<file path="config.mk">
export PLATFORM = sky130hd
export DESIGN_NAME = piece_queue_sched_flat
export DESIGN_NICKNAME = d
export VERILOG_FILES = /design/src/rtl/piece_queue_sched_if.sv /design/src/rtl/piece_queue_sched.sv /design/src/flat_wrapper.sv
export SDC_FILE = /design/constraint.sdc
export NUM_CORES = 1
export LEC_CHECK = 0
export BUFFER_PORTS_ARGS = -buffer_cell sky130_fd_sc_hd__buf_2
export CORE_ASPECT_RATIO = 2
export CORE_MARGIN = 2
export CORE_UTILIZATION = 35
export DETAILED_ROUTE_END_ITERATION = 8
export PLACE_DENSITY_LB_ADDON = 0.3
export SLEW_MARGIN = 10
export SYNTH_ARGS = -nofsm -noshare
export SYNTH_HDL_FRONTEND = slang
export SYNTH_SLANG_ARGS = --single-unit
export TNS_END_PERCENT = 100
</file>
<file path="constraint.sdc">
create_clock -name clk -period 3.5 [get_ports clk]
set_input_delay 0.175 -clock clk [delete_from_list [all_inputs] [get_ports clk]]
set_output_delay 0.175 -clock clk [all_outputs]
set_load 0.05 [all_outputs]
</file>
<file path="src/rtl/piece_queue_sched_if.sv">
`default_nettype none
// ============================================================================
// piece_queue_sched_if : bundle between the piece scheduler, the LFSR source,
//                        the game FSM and the preview renderer.
// Revision 1.0
// ============================================================================
interface piece_queue_sched_if #(
  parameter int DEPTH = 3,
  parameter int CNT_W = 16
);
  logic               new_game;
  logic [2:0]         rand_val;
  logic               piece_req;
  logic               piece_valid;
  logic [2:0]         piece_id;
  logic [3*DEPTH-1:0] preview;
  logic               queue_full;
  logic [6:0]         bag_mask;
  logic [CNT_W-1:0]   pieces_dealt;

  modport master (
    output new_game, rand_val, piece_req,
    input  piece_valid, piece_id, preview, queue_full, bag_mask, pieces_dealt
  );

  modport slave (
    input  new_game, rand_val, piece_req,
    output piece_valid, piece_id, preview, queue_full, bag_mask, pieces_dealt
  );
endinterface
`default_nettype wire

</file>
<file path="src/rtl/piece_queue_sched.sv">
`default_nettype none
// ============================================================================
// piece_queue_sched : 7-bag next-piece scheduler with a DEPTH-entry preview
//                     queue and a request/valid dealing handshake.
// Revision 1.0
// ============================================================================
module piece_queue_sched #(
  parameter int DEPTH     = 3,
  parameter int MAX_TRIES = 4,
  parameter int CNT_W     = 16
) (
  input  wire logic          clk,
  input  wire logic          rst_n,
  piece_queue_sched_if.slave bus
);
  localparam int            CW         = $clog2(DEPTH + 1);
  localparam int            TW         = (MAX_TRIES > 1) ? $clog2(MAX_TRIES) : 1;
  localparam logic [TW-1:0] C_LAST_TRY = TW'(MAX_TRIES - 1);
  localparam logic [CW-1:0] C_DEPTH    = CW'(DEPTH);

  typedef enum logic [0:0] {
    S_FILL = 1'b0,
    S_FULL = 1'b1
  } state_t;

  state_t           state_q, state_d;
  logic [CW-1:0]    count_q, count_d;
  logic [2:0]       slot_q [DEPTH];
  logic [2:0]       slot_d [DEPTH];
  logic [6:0]       bag_q, bag_d;
  logic [TW-1:0]    tries_q, tries_d;
  logic             valid_q, valid_d;
  logic [2:0]       id_q, id_d;
  logic [CNT_W-1:0] dealt_q, dealt_d;

  logic             pop, accept;
  logic [2:0]       pick, lowest_free;
  logic [6:0]       cand_oh, pick_oh, bag_set;
  logic [CW-1:0]    wr_idx;

  // A full bag is cleared the cycle it completes, so some piece is always free.
  always_comb begin
    lowest_free = 3'd0;
    for (int k = 6; k >= 0; k--) begin
      if (!bag_q[k]) lowest_free = 3'(k + 1);
    end
  end

  always_comb begin
    cand_oh = 7'd0;
    if (bus.rand_val != 3'd0) cand_oh = 7'd1 << (bus.rand_val - 3'd1);
  end

  always_comb begin
    state_d = state_q;
    count_d = count_q;
    slot_d  = slot_q;
    bag_d   = bag_q;
    tries_d = tries_q;
    valid_d = 1'b0;
    id_d    = id_q;
    dealt_d = dealt_q;
    accept  = 1'b0;
    pick    = 3'd0;
    pick_oh = 7'd0;
    bag_set = bag_q;
    wr_idx  = '0;

    // valid_q blocks a second pop while the game FSM still holds its request.
    pop = bus.piece_req && (count_q != '0) && !valid_q;

    if (state_q == S_FILL) begin
      if ((cand_oh != 7'd0) && ((bag_q & cand_oh) == 7'd0)) begin
        accept = 1'b1;
        pick   = bus.rand_val;
      end else if (tries_q == C_LAST_TRY) begin
        accept = 1'b1;
        pick   = lowest_free;
      end else begin
        tries_d = tries_q + TW'(1);
      end
    end

    if (pop) begin
      valid_d = 1'b1;
      id_d    = slot_q[0];
      dealt_d = dealt_q + CNT_W'(1);
      for (int i = 0; i < DEPTH - 1; i++) slot_d[i] = slot_q[i + 1];
      slot_d[DEPTH-1] = 3'd0;
    end

    // The write index is taken after the shift when a pop happens alongside.
    wr_idx = count_q - CW'(pop);
    if (accept) begin
      for (int i = 0; i < DEPTH; i++) begin
        if (CW'(i) == wr_idx) slot_d[i] = pick;
      end
      pick_oh = 7'd1 << (pick - 3'd1);
      bag_set = bag_q | pick_oh;
      bag_d   = (bag_set == 7'h7F) ? 7'd0 : bag_set;
      tries_d = '0;
    end

    count_d = count_q - CW'(pop) + CW'(accept);
    state_d = (count_d == C_DEPTH) ? S_FULL : S_FILL;

    if (bus.new_game) begin
      state_d = S_FILL;
      count_d = '0;
      for (int i = 0; i < DEPTH; i++) slot_d[i] = 3'd0;
      bag_d   = 7'd0;
      tries_d = '0;
      valid_d = 1'b0;
      id_d    = 3'd0;
      dealt_d = '0;
    end
  end

  always_ff @(posedge clk or negedge rst_n) begin
    if (!rst_n) begin
      state_q <= S_FILL;
      count_q <= '0;
      for (int i = 0; i < DEPTH; i++) slot_q[i] <= 3'd0;
      bag_q   <= 7'd0;
      tries_q <= '0;
      valid_q <= 1'b0;
      id_q    <= 3'd0;
      dealt_q <= '0;
    end else begin
      state_q <= state_d;
      count_q <= count_d;
      slot_q  <= slot_d;
      bag_q   <= bag_d;
      tries_q <= tries_d;
      valid_q <= valid_d;
      id_q    <= id_d;
      dealt_q <= dealt_d;
    end
  end

  generate
    for (genvar g = 0; g < DEPTH; g++) begin : g_preview
      assign bus.preview[3*g +: 3] = slot_q[g];
    end
  endgenerate

  assign bus.piece_valid  = valid_q;
  assign bus.piece_id     = id_q;
  assign bus.queue_full   = (state_q == S_FULL);
  assign bus.bag_mask     = bag_q;
  assign bus.pieces_dealt = dealt_q;
endmodule
`default_nettype wire

</file>
<file path="src/flat_wrapper.sv">
// flat-port wrapper written by rule: the top's interface ports become plain ports
module piece_queue_sched_flat 
#(
  parameter int DEPTH     = 3,
  parameter int MAX_TRIES = 4,
  parameter int CNT_W     = 16
)
  (clk, rst_n, bus_new_game, bus_rand_val, bus_piece_req, bus_piece_valid, bus_piece_id, bus_preview, bus_queue_full, bus_bag_mask, bus_pieces_dealt);
  piece_queue_sched_if #(.DEPTH(DEPTH), .CNT_W(CNT_W)) bus_i ();
  input  wire logic clk;
  input  wire logic rst_n;
  input wire logic [$bits(bus_i.new_game)-1:0] bus_new_game;
  input wire logic [$bits(bus_i.rand_val)-1:0] bus_rand_val;
  input wire logic [$bits(bus_i.piece_req)-1:0] bus_piece_req;
  output wire logic [$bits(bus_i.piece_valid)-1:0] bus_piece_valid;
  output wire logic [$bits(bus_i.piece_id)-1:0] bus_piece_id;
  output wire logic [$bits(bus_i.preview)-1:0] bus_preview;
  output wire logic [$bits(bus_i.queue_full)-1:0] bus_queue_full;
  output wire logic [$bits(bus_i.bag_mask)-1:0] bus_bag_mask;
  output wire logic [$bits(bus_i.pieces_dealt)-1:0] bus_pieces_dealt;
  assign bus_i.new_game = bus_new_game;
  assign bus_i.rand_val = bus_rand_val;
  assign bus_i.piece_req = bus_piece_req;
  assign bus_piece_valid = bus_i.piece_valid;
  assign bus_piece_id = bus_i.piece_id;
  assign bus_preview = bus_i.preview;
  assign bus_queue_full = bus_i.queue_full;
  assign bus_bag_mask = bus_i.bag_mask;
  assign bus_pieces_dealt = bus_i.pieces_dealt;
  piece_queue_sched #(.DEPTH(DEPTH), .MAX_TRIES(MAX_TRIES), .CNT_W(CNT_W)) u_core (.clk(clk), .rst_n(rst_n), .bus(bus_i));
endmodule
</file>
# [Yosys cells after proc, flatten, opt, wreduce, memory -nomap -nowiden]
# Cells that the tools add are included.
[totals] mem_bits_ro=0 out_inout_bits=37 n_memories=0 ram_bits=0 latch_bits=0 register_bits=41
[classes] muxes=37 order_cmp=0 n_div=0 n_mul=0 eq_ne=8 n_bitwise=2 n_reduce_logical=12 n_shift=2 add_sub_neg=6
[ops] op="$mux 3" n=15
[ops] op="$mux 16" n=2
[ops] op="$mux 7" n=4
[ops] op="$mux 9" n=3
[ops] op="$add 16x1->16 const B" n=1
[ops] op="$shl 1x3->7 const A" n=2
[ops] op="$mux 2" n=6
[ops] op="$and 7x7->7" n=1
[ops] op="$eq 7x7->1 const B" n=1
[ops] op="$logic_not 7->1" n=1
[ops] op="$mux 1" n=7
[ops] op="$or 7x7->7" n=1
[ops] op="$reduce_bool 7->1" n=1
[ops] op="$ne 3x2->1 const B" n=2
[ops] op="$reduce_bool 2->1" n=3
[ops] op="$sub 3x1->3 const B" n=2
[ops] op="$eq 2x2->1 const B" n=2
[ops] op="$logic_and 1x1->1" n=3
[ops] op="$ne 3x3->1 const B" n=1
[ops] op="$reduce_and 3->1" n=1
[ops] op="$reduce_bool 3->1" n=1
[ops] op="$add 2x1->2" n=1
[ops] op="$add 2x1->2 const B" n=1
[ops] op="$eq 1x2->1 const A" n=1
[ops] op="4 further kinds" n=4

# [Depth between registers and ports, before layout]
# Gate-level depths: netlist of the first run.
[depth] ltp_word=17 mapped_depth=11

# [Worst setup path before layout of the first run]
# OpenSTA, ideal clock, no wires.
[synth_timing] kind="register to register" from="reg u_core.valid_q, in the netlist u_core.bus.piece_valid" to="reg u_core.slot_q, in the netlist u_core.bus.preview[6]" arrival_ns=2.557 stages_incl_launch_ff=11 t_required_ns=3.428 setup_slack_ns=0.870 cell_sequence="dfrtp_1 > inv_1 > o211ai_1 > clkinv_1 > clkbuf_1 > ha_1 > xor2_1 > and3_1 > clkbuf_1 > mux2_2 > nor2_1"
[synth_lines] item="start: declaration" line_no="piece_queue_sched.sv:32" text="logic valid_q, valid_d;"
[synth_lines] item="start signal: assignment" line_no="piece_queue_sched.sv:135" text="valid_q <= valid_d;"
[synth_lines] item="end signal: assignment" line_no="piece_queue_sched.sv:132" text="slot_q <= slot_d;"
[synth_lines] item="end: declaration" line_no="piece_queue_sched.sv:28" text="logic [2:0] slot_q [DEPTH];"

# [Worst setup path in the final report of the first run]
[layout_timing] from="reg u_core.bag_q[0], in the netlist u_core.bus.bag_mask[0]" to="reg u_core.bag_q[1], in the netlist u_core.bus.bag_mask[1]"
[layout_via] elab_chain_len=12 word_cells_on_any_way=17
[layout_rtl] item="start: declaration" line_no="piece_queue_sched.sv:30" text="logic [6:0] bag_q, bag_d;"
[layout_rtl] item="start signal: assignment" line_no="piece_queue_sched.sv:133" text="bag_q <= bag_d;"
[layout_rtl] item="$and 7x7->7" line_no="piece_queue_sched.sv:73" text="if ((cand_oh != 7'd0) && ((bag_q & cand_oh) == 7'd0)) begin"
[layout_rtl] item="$logic_not 7->1" line_no="piece_queue_sched.sv:73"
[layout_rtl] item="$logic_and 1x1->1" line_no="piece_queue_sched.sv:73"
[layout_rtl] item="$mux 3" line_no="piece_queue_sched.sv:73"
[layout_rtl] item="$mux 3" line_no="piece_queue_sched.sv:72" text="if (state_q == S_FILL) begin"
[layout_rtl] item="$sub 3x1->3" line_no="piece_queue_sched.sv:98" text="pick_oh = 7'd1 << (pick - 3'd1);"
[layout_rtl] item="$shl 1x3->7" line_no="piece_queue_sched.sv:98"
[layout_rtl] item="$or 7x7->7" line_no="piece_queue_sched.sv:99" text="bag_set = bag_q | pick_oh;"
[layout_rtl] item="$eq 7x7->1" line_no="piece_queue_sched.sv:100" text="bag_d = (bag_set == 7'h7F) ? 7'd0 : bag_set;"
[layout_rtl] item="$mux 7" line_no="piece_queue_sched.sv:100"
[layout_rtl] item="$mux 7" line_no="piece_queue_sched.sv:94" text="if (accept) begin"
[layout_rtl] item="$mux 7" line_no="piece_queue_sched.sv:107" text="if (bus.new_game) begin"
# Parallel ways exist; a longest one is shown, timed or not. The select of a mux whose other input is x is not followed.
# A chain may end at the register's enable or synchronous reset.

==> flow_summary.ini, run 1 <==
[cts]
hold_buffers = 0
cts_max_level = 2
clock_path_buffers = 2
cts_made_buffers = 5
postCtsSetupRepairBufs = 0
cts_tree = yes
ctsRootBufferMaster = clkbuf_16
clock-sinks = 41
clkSlewWorstSetupHoldPaths_ns = 0.05
cts_resized = 0
clock_latency_ns = 0.28

[sta]
worstMarginPinSlew_ns = 0.882
final_hold_viol_count = 0
fmax_mhz = 399
rsz0062_at_grt = no
fin_skew_ns = 0.00574
finalCriticalPeriod_ns = 2.51
period_share_pct = 71.6
finalSetupViolations = 0
setup_tns_ns = 0
slew_headroom_pct = 41.2
slew_violations = 0

[routing]
drtIter0Drc = 112
wl_per_cell_um = 14.0
num_vias = 1997
post_drt_via_cell_ratio = 5.28
antenna_left = 0
drcViolationCount = 0
dr.pass1.iters = 4
drt-total-wl_um = 5290

[yosys]
synth_area_per_cell_um2 = 9.35
synthFlopType = dfrtp_1
synth-seq-cells = 41
ys_warn_count = 0
yosysSeqAreaShare_pct = 44.2
synth_top_area_cell = dfrtp_1
ys_types = 49
async_flop_share_pct = 100
yosysTopAreaCellShare_pct = 44.2
synth.area.top_cells = dfrtp_1 (44%), nor2_1 (5.2%), nand2_1 (4.7%), xor2_1 (4.2%), a21oi_1 (3.2%)
synth.most_common_cell = dfrtp_1
syn-cell-area_um2 = 2320
synth_edf_count = 0
netlist_instances = 248
syn_nets = 259
synthTopCellsByCount = dfrtp_1 (41), nor2_1 (32), nand2_1 (29), a21oi_1 (15), xor2_1 (11)

[power_and_ir_drop]
power_mw = 1.78
power_leakage_nw = 1.33
power_density_nw_per_um2 = 642
vdd.ir_drop.worst_mv = 0.393

[final_layout]
antenna_cells = 0
design_area_um2 = 2770
stdcell_count = 378
synthToLayoutAreaGrowth_pct = 19.3
nNetsFinal = 300
num-fill-cells = 690
drive_gt1_share_pct = 22.4

[floorplan]
dieWidth_um = 61.6
ioPinCount = 44
fp.dieH_um = 119
core-area_um2 = 6520
num_rows = 42
fp.dieArea_um2 = 7330
initial_core_util_pct = 35.6

[worst_setup_path]
r2r_slack_ns = 0.99
end_kind = flip-flop
crit_fanout = 9
crit_arrival_ns = 2.63
critPathKind = flip-flop to flip-flop
start_kind = flip-flop
worstPathRequired_ns = 3.62

[placement]
place.gp.congestion = 0.844
dp_hpwl_um = 3690
place_area_um2 = 2610
placedCellCount = 370
io_buffers = 43

[job]
maxCapViolCount = 0

[worst_hold_path]
hold_path.class = primary input to async pin

[global_route]
grt.total_usage_pct = 15.5
grt_pass1_vias = 1927
grt_max_degree = 42
antenna_found_initial = 0
grt_pass1_wl_um = 8880
gr-total-overflow = 0

[status]
run_status = completed
[worst max-delay path, stage by stage (launching register included)]
cell and delay [ns]:
dfrtp_1 0.48, mux2_4 0.33, o31a_4 0.32, o2111a_2 0.18, nor4_4 0.30, a22oi_1 0.17
nor4_4 0.46, nor3_1 0.11
[placed cells by master (no fill, tap or decap), types with 3 or more instances in the layout]
cell type,count
buf_2,43
dfrtp_1,41
nor2_1,32
nand2_1,29
a21oi_1,15
xor2_1,11
nor3_1,10
nand4_1,9
inv_1,8
and2_1,5
mux2i_1,5
nand3_1,5
xnor2_1,5
clkbuf_16,5
nor2b_1,4
or3_1,4
o21ai_0,4
ha_1,4
o211ai_1,3
a311oi_1,3
a21o_1,3
a211oi_1,3
and3_1,3
[worst paths after layout]
kind | startpoint | end | cells past startpoint
worst max-delay path | u_core.bus.bag_mask[0]$_DFFE_PN0P_ | u_core.bus.bag_mask[1]$_DFFE_PN0P_ | 7
worst min-delay path | rst_n | u_core.bus.bag_mask[4]$_DFFE_PN0P_ | 1
worst max register to register | u_core.bus.bag_mask[0]$_DFFE_PN0P_ | u_core.bus.bag_mask[1]$_DFFE_PN0P_ | 7
worst min register to register | u_core.bus.piece_id[2]$_DFFE_PN0P_ | u_core.bus.piece_id[2]$_DFFE_PN0P_ | 2
max in group asynchronous | rst_n | u_core.bus.bag_mask[5]$_DFFE_PN0P_ | 1
min in group clk | bus_piece_req | u_core.bus.piece_valid$_DFF_PN0_ | 4
[area by class of cell]
| type | instances | area, µm² | area share [%] |
|---|---|---|---|
| Sequential cell | 41 | 1030 | 37.1 |
| Clock buffer | 7 | 153 | 5.52 |
| Clock inverter | 1 | 5.00 | 0.181 |
| Timing Repair Buffer | 45 | 230 | 8.32 |
| Multi-Input combinational cell | 187 | 1210 | 43.7 |
| Tap cell | 88 | 110 | 3.98 |
| Inverter | 9 | 33.8 | 1.22 |
[where the power goes]
group | internal, mW | switching [mW] | leakage, nW | total [mW]
sequential | 0.544 | 0.0803 | 0.563 | 0.624
clock | 0.301 | 0.171 | 0.0799 | 0.473
combinational | 0.214 | 0.465 | 0.687 | 0.680
total | 1.06 | 0.717 | 1.33 | 1.78
[cells by family after synthesis]
logic type,synth area share (%)
adders and majority gates,2.16
xor gates and xnor gates,6.04
AOI/OAI and AO/OA,16.7
and+or+nand+nor,23.3
muxes,3.94
DFF,44.2
buffers and inverters,3.67
[registers in the layout, summed over array words and instances, names as in the netlist]
signal	cells
u_core.bus.bag_mask	7
u_core.bus.piece_valid	1
u_core.tries_q	2
u_core.count_q	2
u_core.bus.pieces_dealt	16
u_core.bus.queue_full	1
u_core.bus.preview	9
u_core.bus.piece_id	3
[routing by layer]
metal	part of all wire (%)	track usage, %	vias to the layer above
met5	0	0	-
met3	5.0	2.61	7
met4	1.8	6.25	0
met1	45	21.8	964
met2	48	23.1	60
li1	-	-	966
[stage by stage]
step           hold WS, ns  utilization, %  setup slack (ns)
3_3_place_gp         0.351            40.0              1.06
2_1_floorplan       -0.121               -             0.870
4_1_cts             0.0566            42.5              1.01
3_5_place_dp         0.352            40.0              1.03
6_report            0.0201            42.5             0.995
5_1_grt              0.101            42.5             0.798
Note: power is estimated with default switching activity, not from simulation.
==> run 2, diff against run 1 <==
- clock period: 3.5 -> 2.1 ns (I/O delays scaled with it)
==> run 2 against run 1 <==
  * Worst setup slack worse by 1.2 ns
  * Critical path type unchanged
  * The run now ends with setup timing left
  * Cell count rose by 12%
  * Sequential cell count did not move
  * Total power grew 95%
  * Non-clock buffer count grew 44
  * Clock-buffer cell count decreased by 2
  * Die area is the same
  * Worst hold slack gained 0.23 ns
==> flow_summary.ini, run 2 (synthesized netlist as in run 1, its figures left out) <==
[routing]
post_drt_via_cell_ratio = 5.27
drtIter0Drc = 103
drcViolationCount = 0
num_vias = 2224
wl_per_cell_um = 15.0
antenna_left = 0
drt-total-wl_um = 6340
dr.pass1.iters = 4

[global_route]
gr-usage-met2_pct = 28.4
use_met1_pct = 24.4
grt_pass1_vias = 2194
top_usage_layer = met2
antenna_found_initial = 0
grt_max_degree = 42
use_met3_pct = 2.61
grt_pass1_wl_um = 10200
grt.total_usage_pct = 17.9
gr-total-overflow = 0

[status]
violations = setup timing
run_status = finished with violations

[sta]
worstMarginPinSlew_ns = 0.890
fmax_mhz = 434
slew_headroom_pct = 40.7
final_hold_viol_count = 0
hold_slack_ns = 0.253
period_share_pct = 110
slew_violations = 0
worst_slack_ns = -0.205
finalCriticalPeriod_ns = 2.31
rsz0062_at_grt = yes
finalSetupViolations = 8
fin_skew_ns = 0.00306

[final_layout]
drive_gt1_share_pct = 41.9
fin_util_pct = 50.7
nNetsFinal = 344
synthToLayoutAreaGrowth_pct = 42.5
stdcell_count = 422
layout_common_cells = buf_2 (43), buf_4 (43), dfrtp_1 (33)
antenna_cells = 0
num-fill-cells = 657
largest_reg_flops = 16

[cts]
clock_path_buffers = 2
clkSlewWorstSetupHoldPaths_ns = 0.06
ctsRootBufferMaster = clkbuf_16
cts_tree = yes
clock_latency_ns = 0.28
cts_made_buffers = 5
cts_max_level = 2
clock-sinks = 41

[worst_hold_path]
holdPathEnd = u_core.bus.pieces_dealt[14]$_DFFE_PN0P_
hold_depth = 2
hold_path.class = primary input to flip-flop
hold_start = bus_new_game

[worst_setup_path]
regToRegStartpoint = u_core.bus.bag_mask[3]$_DFFE_PN0P_
reg2reg_depth = 8
worstPathRequired_ns = 2.24
r2r_slack_ns = -0.21
crit_fanout = 7
r2r-end = u_core.bus.bag_mask[2]$_DFFE_PN0P_
start_kind = flip-flop
critPathKind = flip-flop to flip-flop
end_kind = flip-flop
crit_arrival_ns = 2.45

[power_and_ir_drop]
power_density_nw_per_um2 = 1050
power_leakage_nw = 1.58
vdd.ir_drop.worst_mv = 0.821

[placement]
place_ws_ns = -0.187
place.gp.congestion = 0.851
dp_hpwl_um = 4490
io_buffers = 43
placedCellCount = 409

[floorplan]
fp.dieH_um = 119
initial_core_util_pct = 35.6
num_rows = 42
fp.dieArea_um2 = 7330
ioPinCount = 44
dieWidth_um = 61.6
core-area_um2 = 6520

[job]
maxCapViolCount = 0
==> run 2: per-stage QoR <==
step                instance area [µm²]  TNS [ns]  power, mW
floorplan                          2400     -2.29       2.01
global placement                   2960    -0.895       2.37
detailed placement                 2960     -1.27       2.39
CTS                                3230    -0.867       3.42
global route                       3310     -2.39       3.67
finish                             3310     -1.33       3.47
==> run 2: repair_timing <==
action | CTS | global route
hold buffers | 1 | 0
resized for setup | 12 | 12
pin swaps | 1 | 5
hold endpoints to repair | 41 | 0
endpoints found under the setup margin | 12 | 16
setup buffers | 3 | 2
==> run 2: worst max-delay path: stages (launching register included) <==
cell and delay (ns):
dfrtp_2 0.40, or4b_4 0.48, o31a_4 0.16, o2111a_2 0.18
nor4_4 0.25, a311oi_4 0.16, nor4_4 0.31, buf_6 0.17
nor3_1 0.05
==> run 2: worst max-delay path by stage <==
| stage | end | depth (start not counted) | startpoint | slack, ns |
|---|---|---|---|---|
| 2_1_floorplan | u_core.bus.preview[3]$_DFF_PN0_ | 10 | u_core.bus.piece_valid$_DFF_PN0_ | -0.22 |
| 3_3_place_gp | u_core.bus.bag_mask[6]$_DFFE_PN0P_ | 6 | u_core.bus.bag_mask[3]$_DFFE_PN0P_ | -0.13 |
| 3_5_place_dp | u_core.bus.bag_mask[4]$_DFFE_PN0P_ | 6 | u_core.bus.bag_mask[3]$_DFFE_PN0P_ | -0.19 |
| 4_1_cts | u_core.bus.bag_mask[0]$_DFFE_PN0P_ | 8 | u_core.bus.bag_mask[3]$_DFFE_PN0P_ | -0.14 |
| 5_1_grt | u_core.bus.bag_mask[2]$_DFFE_PN0P_ | 9 | u_core.bus.bag_mask[6]$_DFFE_PN0P_ | -0.29 |
| 6_report | u_core.bus.bag_mask[2]$_DFFE_PN0P_ | 8 | u_core.bus.bag_mask[3]$_DFFE_PN0P_ | -0.21 |
==> run 2: power breakdown <==
part,internal (mW),switching (mW)
clock network,0.678,0.299
registers,0.910,0.110
logic,0.565,0.912
total,2.15,1.32
==> run 2: layout make-up <==
cell class | count | area, µm² | share of cell area (%)
well taps | 88 | 110 | 3.33
multi-input cells | 187 | 1360 | 41.3
clock inverters | 3 | 65.1 | 1.97
flip-flops and latches | 41 | 1040 | 31.3
inverters | 9 | 35.0 | 1.06
repair buffers | 89 | 571 | 17.3
clock buffers | 5 | 125 | 3.79
==> run 2: layer usage <==
layer | up-vias | part of all wire [%]
met2 | 55 | 51
li1 | 1056 | -
met5 | - | 0
met1 | 1103 | 43
met3 | 10 | 3.3
met4 | 0 | 2.1
==> run 3, diff against run 2 <==
- CORE_ASPECT_RATIO: 2 -> not set
- CORE_UTILIZATION: 35 -> 50
==> run 3 against run 2 <==
  * The run still ends with setup timing left
  * Die area is 29% lower
  * Sequential share of layout area is 2.4 points higher
  * Worst hold slack worse by 0.0053 ns
  * Sequential cell count stayed put
  * Worst setup slack better by 0.069 ns
  * Largest cell class unchanged
  * Utilization is 19 points higher
  * Clock power is 48% lower
  * First-iteration DRC count is 40% higher
==> flow_summary.ini, run 3 (synthesized netlist as in run 1, its figures left out) <==
[status]
run_status = finished with violations
violations = setup timing

[routing]
wl_met3_um = 362
drcViolationCount = 0
num_vias = 2138
drt-total-wl_um = 5870
dr.pass1.iters = 4
dr.max_layer_used = met4
wl_met2_um = 2730
antenna_left = 0
wl_per_cell_um = 15.5
met1Wirelength_um = 2680
post_drt_via_cell_ratio = 5.64
drtIter0Drc = 144

[placement]
place.gp.congestion = 0.929
place_area_um2 = 2880
dp_hpwl_um = 4290
place_ws_ns = -0.183
io_buffers = 43

[worst_setup_path]
crit_chain = or4b_4 > o31a_4 > a21o_1 > a21oi_4 > a32oi_4 > a2111oi_2 > nor3_2
r2r-end = u_core.bus.bag_mask[5]$_DFFE_PN0P_
cp_slowest_stage_delay_ns = 0.49
crit_buf_inv = 0
end_kind = flip-flop
crit_family = compound AO/OA/AOI/OAI gates
slowest_stage = or4b_4
start_kind = flip-flop
critPathKind = flip-flop to flip-flop
regToRegStartpoint = u_core.bus.bag_mask[3]$_DFFE_PN0P_
worstPathRequired_ns = 2.27
reg2reg_depth = 7
crit_fanout = 7
r2r_slack_ns = -0.14
crit_arrival_ns = 2.41

[final_layout]
largest_reg_flops = 16
design_area_um2 = 3070
fin_util_pct = 69.5
synthToLayoutAreaGrowth_pct = 32.2
final_common_cell = buf_2
drive_gt1_share_pct = 38.5
antenna_cells = 0
layout_common_cells = buf_2 (43), buf_4 (38), dfrtp_1 (33)
nNetsFinal = 337

[sta]
worstMarginPinSlew_ns = 0.692
fin_skew_ns = 0.00411
worst_slack_ns = -0.137
period_share_pct = 107
slew_headroom_pct = 53.9
finalCriticalPeriod_ns = 2.24
setup_tns_ns = -0.939
finalSetupViolations = 8
final_hold_viol_count = 0
rsz0062_at_grt = yes
fmax_mhz = 447
slew_violations = 0

[power_and_ir_drop]
sequentialPowerShare_pct = 34.5
power_mw = 2.95
pwr-share-comb_pct = 48.4
p_clk_share_pct = 17.1
vdd.ir_drop.worst_mv = 0.957
switching_share_pct = 43.2
power_density_nw_per_um2 = 961
intPower_mw = 1.67
power_leakage_nw = 1.49
p_sw_mw = 1.27

[cts]
ctsRootBufferMaster = clkbuf_8
clock_path_buffers = 2
cts_made_buffers = 5
clock_latency_ns = 0.30
cts_max_level = 2
cts_tree = yes
clkSlewWorstSetupHoldPaths_ns = 0.08
clock-sinks = 41

[floorplan]
initial_core_util_pct = 52.6
fp.dieH_um = 72.1
ioPinCount = 44
core-area_um2 = 4410
dieWidth_um = 72.1
fp.dieArea_um2 = 5200
num_rows = 24

[worst_hold_path]
hold_path.class = primary input to flip-flop
holdPathEnd = u_core.bus.preview[3]$_DFF_PN0_
hold_start = bus_new_game
hold_depth = 2

[global_route]
antenna_found_initial = 0
grt_max_degree = 31
grt.total_usage_pct = 24.7
grt_pass1_wl_um = 9920
gr-total-overflow = 0
grt_pass1_vias = 2140

[job]
maxCapViolCount = 0
run 3: cell count changes in the layout (fill, tap and decap cells not counted), sizes merged:
cell / change
buf: -7
bufinv: -2
clkbuf: +1
clkinv: +1
run 3: power groups by stage:
| stage | logic (mW) | registers, mW | clock network [mW] |
|---|---|---|---|
| final | 1.43 | 1.02 | 0.504 |
| after global routing | 1.53 | 1.04 | 0.545 |
| after CTS | 1.39 | 1.01 | 0.510 |
| after detailed placement | 1.32 | 1.03 | 0 |
| after global placement | 1.30 | 1.03 | 0 |
| after floorplan | 0.675 | 1.34 | 0 |
run 3: worst max path at each step:
stage                                       startpoint                                 end  slack (ns)  cells past startpoint
finish              u_core.bus.bag_mask[3]$_DFFE_PN0P_  u_core.bus.bag_mask[5]$_DFFE_PN0P_       -0.14                      7
global route        u_core.bus.bag_mask[3]$_DFFE_PN0P_  u_core.bus.bag_mask[2]$_DFFE_PN0P_       -0.24                      7
CTS                 u_core.bus.bag_mask[3]$_DFFE_PN0P_  u_core.bus.bag_mask[0]$_DFFE_PN0P_       -0.12                      7
detailed placement  u_core.bus.bag_mask[3]$_DFFE_PN0P_  u_core.bus.bag_mask[6]$_DFFE_PN0P_       -0.18                      7
global placement    u_core.bus.bag_mask[3]$_DFFE_PN0P_  u_core.bus.bag_mask[6]$_DFFE_PN0P_       -0.08                      7
floorplan             u_core.bus.piece_valid$_DFF_PN0_     u_core.bus.preview[3]$_DFF_PN0_       -0.22                     10
run 3: what timing repair did:
| action | 4_1_cts | 5_1_grt |
|---|---|---|
| gates resized for setup | 10 | 6 |
| endpoints found under the hold margin | 29 | 0 |
| pin swaps | 1 | 4 |
| hold buffers | 1 | 0 |
| setup buffers | 3 | 0 |
| setup endpoints to repair | 11 | 15 |
run 3: per-layer routing:
metal	track usage [%]	vias up
li1	-	1042
met1	32.3	1017
met2	39.6	69
met3	5.69	10
met4	10.1	0
met5	0	-
run 3: final cells by class:
cell class / count / area (µm²)
Clock inverter: 2 / 10.0
Clock buffer: 6 / 72.6
Fill cell: 353 / 1350
Timing Repair Buffer: 82 / 510
Multi-Input combinational cell: 187 / 1340
Tap cell: 52 / 65.1
Inverter: 9 / 35.0
Sequential cell: 41 / 1040
run 3: metrics by stage:
| stage | cells | hold WS [ns] |
|---|---|---|
| 6_report | 379 | 0.248 |
| 5_1_grt | 379 | 0.274 |
| 4_1_cts | 379 | 0.238 |
| 3_5_place_dp | 368 | 0.188 |
| 3_3_place_gp | 368 | 0.184 |
| 2_1_floorplan | 248 | -0.191 |
run 3: worst register-to-register path, stage by stage, from the launching register on:
cell       delay (ns)
dfrtp_2          0.41
or4b_4           0.49
o31a_4           0.16
a21o_1           0.20
a21oi_4          0.19
a32oi_4          0.15
a2111oi_2        0.45
nor3_2           0.06
